==> src/rtl/muller_pkg.sv <==
// muller_pkg: C-element rule, reset constant and occupancy-width helper shared by the Muller pipeline
package muller_pkg;
    localparam logic C_RST = 1'b0;
    function automatic int occ_w(input int depth);
        return $clog2(depth + 1);
    endfunction
    function automatic logic c_next(input logic a, input logic b, input logic q);
        return (a == b) ? a : q;
    endfunction
endpackage

==> src/rtl/muller_c_stage.sv <==
// muller_c_stage: one clocked C-element with a data register loaded whenever the element fires
// ports: i_clk/i_rst (async active-high), i_a predecessor state, i_b inverted successor state,
//        i_d incoming data, o_c C state, o_d held data
module muller_c_stage
    import muller_pkg::*;
#(
    parameter int WIDTH = 4
) (
    input  logic             i_clk,
    input  logic             i_rst,
    input  logic             i_a,
    input  logic             i_b,
    input  logic [WIDTH-1:0] i_d,
    output logic             o_c,
    output logic [WIDTH-1:0] o_d
);
    logic             r_c;
    logic [WIDTH-1:0] r_d;
    logic             w_c_nxt;
    assign w_c_nxt = c_next(i_a, i_b, r_c);
    always_ff @(posedge i_clk or posedge i_rst) begin
        if (i_rst) begin
            r_c <= C_RST;
            r_d <= '0;
        end else begin
            r_c <= w_c_nxt;
            if (w_c_nxt != r_c) r_d <= i_d;
        end
    end
    assign o_c = r_c;
    assign o_d = r_d;
endmodule

==> src/rtl/muller_c_pipeline.sv <==
// muller_c_pipeline: DEPTH-stage 2-phase bundled-data micropipeline with input synchronisers and occupancy
// ports: wb_clk_i sampling clock, wb_rst_i async active-high reset,
//        in_req/in_data/in_ack sender side, out_req/out_data/out_ack receiver side,
//        occupancy tokens held, c_state all C states,
//        proto_err sticky protocol-violation flag (only when MULLER_PROTO_CHECK_EN is defined)
module muller_c_pipeline
    import muller_pkg::*;
#(
    parameter int WIDTH       = 4,
    parameter int DEPTH       = 4,
    parameter int SYNC_STAGES = 2,
    localparam int OCC_W      = occ_w(DEPTH)
) (
    input  logic             wb_clk_i,
    input  logic             wb_rst_i,
    input  logic             in_req,
    input  logic [WIDTH-1:0] in_data,
    output logic             in_ack,
    output logic             out_req,
    output logic [WIDTH-1:0] out_data,
    input  logic             out_ack,
    output logic [OCC_W-1:0] occupancy,
    output logic [DEPTH-1:0] c_state
`ifdef MULLER_PROTO_CHECK_EN
    ,
    output logic             proto_err
`endif
);
    logic [SYNC_STAGES-1:0] r_req_sync, r_ack_sync;
    logic [SYNC_STAGES:0]   w_req_chain, w_ack_chain;
    logic                   w_req_s, w_ack_s;
    // chain bit 0 is the raw input, top bit is the synchronised value
    assign w_req_chain = {r_req_sync, in_req};
    assign w_ack_chain = {r_ack_sync, out_ack};
    assign w_req_s     = w_req_chain[SYNC_STAGES];
    assign w_ack_s     = w_ack_chain[SYNC_STAGES];
    always_ff @(posedge wb_clk_i or posedge wb_rst_i) begin
        if (wb_rst_i) begin
            r_req_sync <= '0;
            r_ack_sync <= '0;
        end else begin
            r_req_sync <= w_req_chain[SYNC_STAGES-1:0];
            r_ack_sync <= w_ack_chain[SYNC_STAGES-1:0];
        end
    end
    logic [DEPTH-1:0]            w_c, w_prev, w_next, w_held;
    logic [DEPTH-1:0][WIDTH-1:0] w_d, w_din;
    // neighbour views: predecessor of stage 0 is req_s, successor of the last stage is ack_s
    assign w_prev = {w_c[DEPTH-2:0], w_req_s};
    assign w_next = {w_ack_s, w_c[DEPTH-1:1]};
    assign w_din  = {w_d[DEPTH-2:0], in_data};
    assign w_held = w_c ^ w_next;
    for (genvar g = 0; g < DEPTH; g++) begin : g_stage
        muller_c_stage #(.WIDTH(WIDTH)) u_stage (
            .i_clk (wb_clk_i),
            .i_rst (wb_rst_i),
            .i_a   (w_prev[g]),
            .i_b   (~w_next[g]),
            .i_d   (w_din[g]),
            .o_c   (w_c[g]),
            .o_d   (w_d[g])
        );
    end
    assign in_ack    = w_c[0];
    assign out_req   = w_c[DEPTH-1];
    assign out_data  = w_d[DEPTH-1];
    assign c_state   = w_c;
    assign occupancy = OCC_W'($countones(w_held));
`ifdef MULLER_PROTO_CHECK_EN
    logic r_proto_err;
    logic w_req_bad, w_ack_bad;
    // req_s about to move while the previous token is still unacknowledged
    assign w_req_bad = (w_req_chain[SYNC_STAGES-1] != w_req_s) && (w_req_s != w_c[0]);
    // ack_s about to move while the last stage offers nothing
    assign w_ack_bad = (w_ack_chain[SYNC_STAGES-1] != w_ack_s) && (w_c[DEPTH-1] == w_ack_s);
    always_ff @(posedge wb_clk_i or posedge wb_rst_i) begin
        if (wb_rst_i) r_proto_err <= 1'b0;
        else if (w_req_bad || w_ack_bad) r_proto_err <= 1'b1;
    end
    assign proto_err = r_proto_err;
`endif
endmodule

==> config.mk <==
export PLATFORM = sky130hd
export DESIGN_NAME = muller_c_pipeline
export DESIGN_NICKNAME = d
export VERILOG_FILES = /design/src/rtl/muller_pkg.sv /design/src/rtl/muller_c_stage.sv /design/src/rtl/muller_c_pipeline.sv
export SDC_FILE = /design/constraint.sdc
export NUM_CORES = 1
export LEC_CHECK = 0
export ABC_AREA = 1
export BUFFER_PORTS_ARGS = -buffer_cell sky130_fd_sc_hd__buf_2
export CORE_ASPECT_RATIO = 0.6
export CORE_MARGIN = 3
export CORE_UTILIZATION = 25
export DETAILED_ROUTE_END_ITERATION = 10
export SYNTH_ARGS = -nofsm -noshare
export SYNTH_HDL_FRONTEND = slang
export SYNTH_HIERARCHICAL = 1
export SYNTH_SLANG_ARGS = --single-unit
==> constraint.sdc <==
create_clock -name wb_clk_i -period 5.3 [get_ports wb_clk_i]
set_input_delay 1.06 -clock wb_clk_i [delete_from_list [all_inputs] [get_ports wb_clk_i]]
set_output_delay 1.06 -clock wb_clk_i [all_outputs]
set_load 0.01 [all_outputs]
==> results.py <==
metrics = {
    "run_status": {
        "run_status": "completed",
    },
    "setup_path": {
        "path_cells": "inv_2 -> nand2_1 -> nand2_1 -> ha_1 -> ha_1 -> fa_1 -> buf_2",
        "path_depth": 7,
        "critical_path.max_stage_delay_ns": 0.57,
        "crit_buf_inv": 2,
        "timing.critical_path.arrival_ns": 2.20,
        "start_to_end_type_of_the_worst_setup_path": "reg -> out",
        "critPathMaxFanout": 12,
        "worst_r2r_path_depth": 4,
        "worstPathRequired_ns": 4.24,
        "worst_path_cell_with_the_longest_stage_delay": "dfrtp_1",
        "setup.worst_path.end_class": "output pin",
        "worst_path_dominant_cell_family": "adder cells",
        "startpoint_type": "flip-flop",
    },
    "synthesis": {
        "post_synth_inst_count": 140,
        "synth_top_family_by_area": "simple AND/OR/NAND/NOR gates",
        "ys_warn_count": 6,
        "synth_top_cells_by_area": "dfrtp_1, nand3_1, nand2_1",
        "synth_cell_type_count": 11,
        "yosys_register_bits": 24,
        "synth_area_per_cell_um2": 8.26,
        "synth_compound_area_share_pct": 3.46,
        "synth_area_um2": 1160,
        "yosys.area.top_type_share_pct": 51.9,
        "synth_xor_area_share_pct": 0,
        "fraction_of_the_mapped_netlist_area_in_simple_logic_gates_pct": 31.2,
        "synth_seq_area_share_pct": 51.9,
        "post-synth-top-area-cell": "dfrtp_1",
        "synth-adder-area-share_pct": 4.98,
        "muxShareOfSynthArea_pct": 0,
        "synthesis.nets": 152,
    },
    "sta": {
        "setup-tns-final_ns": 0,
        "timing.final.ws_setup_ns": 2.04,
        "final-setup-viol-count": 0,
        "worstMarginPinSlew_ns": 0.386,
        "report.final.slew_viol_count": 0,
        "fin_crit_ns": 3.26,
        "rsz0062_at_grt": "no",
        "clock_skew_ns": 0.00421,
        "hold_viol": 0,
        "max_freq_mhz": 307,
        "max-slew-margin-rel_pct": 74.3,
        "final.period_utilization_pct": 61.4,
    },
    "cts": {
        "ctsRootBufferMaster": "clkbuf_8",
        "cts.hold.buffers_added": 0,
        "cts_resizes": 0,
        "path_clk_slew_ns": 0.09,
        "clock_tree_from_tritoncts": "built",
        "deepest_level_of_the_cts_h_tree": 1,
        "cts-root-to-sink-buffers": 2,
        "cts_setup_buffers": 0,
        "cts_inserted_buffers": 3,
        "clock_latency_ns": 0.27,
        "numClockSinks": 24,
    },
    "placement": {
        "placed_cell_area_um2": 1320,
        "pre_cts_slack_ns": 2.33,
        "port-buffer-count": 20,
        "numPlacedInstances": 218,
        "detailedPlacementHpwl_mm": 2.00,
        "routabilityCongestion": 0.770,
    },
    "drt": {
        "drc_errors": 0,
        "drt_first_iter_violations": 87,
        "route.vias.total": 969,
        "totalWireLength_mm": 2.53,
        "dr.pass1.iters": 4,
        "vias_per_cell": 4.36,
        "routedWlPerCell_um": 11.4,
        "antenna_violating_nets_post_route": 0,
    },
    "grt": {
        "grt_pass1_wl_mm": 4.34,
        "grt_pass1_vias": 892,
        "largest_net_degree_at_the_start_of_global_routing": 14,
        "grt_antenna_before_repair": 0,
        "grt_util_all_layers_pct": 10.1,
        "grt.overflow.total": 0,
    },
    "layout": {
        "post_layout_nonfiller_instances": 222,
        "final_net_count": 175,
        "post_route_cells_drive_above_1_share_pct": 21.6,
        "antenna_fix_cells": 0,
        "area_growth_syn_to_layout_pct": 18.6,
        "number_of_filler_cells_placed_in_the_layout": 467,
        "final_standard_cell_area_without_fillers_um2": 1370,
    },
    "die": {
        "floorplan.rows": 18,
        "die_area_um2": 5500,
        "core_footprint_um2": 4280,
        "die-width_um": 93.8,
        "floorplan.initialDensity_pct": 27.0,
        "design.portCount": 21,
        "chipHeight_um": 58.7,
    },
    "worst_hold_path": {
        "worstHoldPathCells": 0,
        "worstHoldPathType": "reg -> reg",
    },
    "power_and_ir_drop": {
        "total_leakage_power_uw": 0.000752,
        "vdd_ir_max_uv": 142,
        "power_density_nw_per_um2": 701,
        "power.total_uw": 962,
    },
    "job": {
        "max_cap_violations": 0,
    },
}
stage by stage:
stage	hold slack, ns	utilization [%]
detailed placement	0.335	30.8
global route	0.364	32.0
CTS	0.356	32.0
global placement	0.333	30.8
floorplan	0.331	-
finish	0.352	32.0
per-layer routing:
metal	wire, um	track usage, %
met4	8	1.85
met1	1430	16.5
met5	0	0
met3	209	3.19
met2	880	12.5
cell type report:
type	instances	area, um2	share of cell area (%)
clock buffers	4	55.1	4.01
inverters	22	82.6	6.02
multi-input cells	92	458	33.4
flip-flops and latches	24	601	43.8
well taps	60	75.1	5.47
repair buffers	20	100	7.30
worst register-to-register path, cell delays in order (launching register included):
cell     delay (ns)
dfrtp_1        0.56
inv_2          0.13
o21ai_1        0.33
nand3_1        0.16
nand2_1        0.08
cells in the mapped netlist:
master and number:
dfrtp_1 24, nand3_1 40, ha_1 3, buf_4 2, inv_2 7, fa_1 1
nor2_1 4, o21ai_1 8, nand2_1 32, inv_1 15, nand2_2 4
flip-flops by register name, indices dropped and copies added, names as in the netlist:
name	cells
r_ack_sync	2
g_stage.u_stage/o_d	16
r_req_sync	2
g_stage.u_stage/o_c	4
cell usage in the layout, fill, tap and decap left out, drive strengths merged:
| cell | synthesis | layout |
|---|---|---|
| buf | 2 | 20 |
| clkbuf | 0 | 4 |
| dfrtp | 24 | 24 |
| fa | 1 | 1 |
| ha | 3 | 3 |
| inv | 22 | 22 |
| nand2 | 36 | 36 |
| nand3 | 40 | 40 |
| nor2 | 4 | 4 |
| o21ai | 8 | 8 |
power by group:
| part | internal [uW] | switching [uW] |
|---|---|---|
| combinational | 194 | 299 |
| clock | 66.3 | 58.2 |
| sequential | 267 | 78.1 |
logic make-up after synthesis:
kind of cell / count (synthesis)
adder cells (fa/ha/maj): 4
AO/OA/AOI/OAI: 8
flip-flops: 24
AND/OR/NAND/NOR: 80
buffers and inverters: 24
worst paths after layout:
| path | endpoint | slack [ns] | from |
|---|---|---|---|
| worst min-delay path | r_ack_sync[1]$_DFF_PP0_ | 0.35 | r_ack_sync[0]$_DFF_PP0_ |
| worst min register to register | r_ack_sync[1]$_DFF_PP0_ | 0.35 | r_ack_sync[0]$_DFF_PP0_ |
| min in group asynchronous | r_req_sync[1]$_DFF_PP0_ | 0.71 | wb_rst_i |
| max in group asynchronous | g_stage[0].u_stage/o_d[2]$_DFFE_PP0P_ | 4.37 | wb_rst_i |
| worst max-delay path | occupancy[1] | 2.04 | g_stage[2].u_stage/o_c$_DFF_PP0_ |
| worst max register to register | g_stage[0].u_stage/o_d[3]$_DFFE_PP0P_ | 3.98 | g_stage[1].u_stage/o_c$_DFF_PP0_ |
No activity file was read; power rests on OpenSTA's default activity.
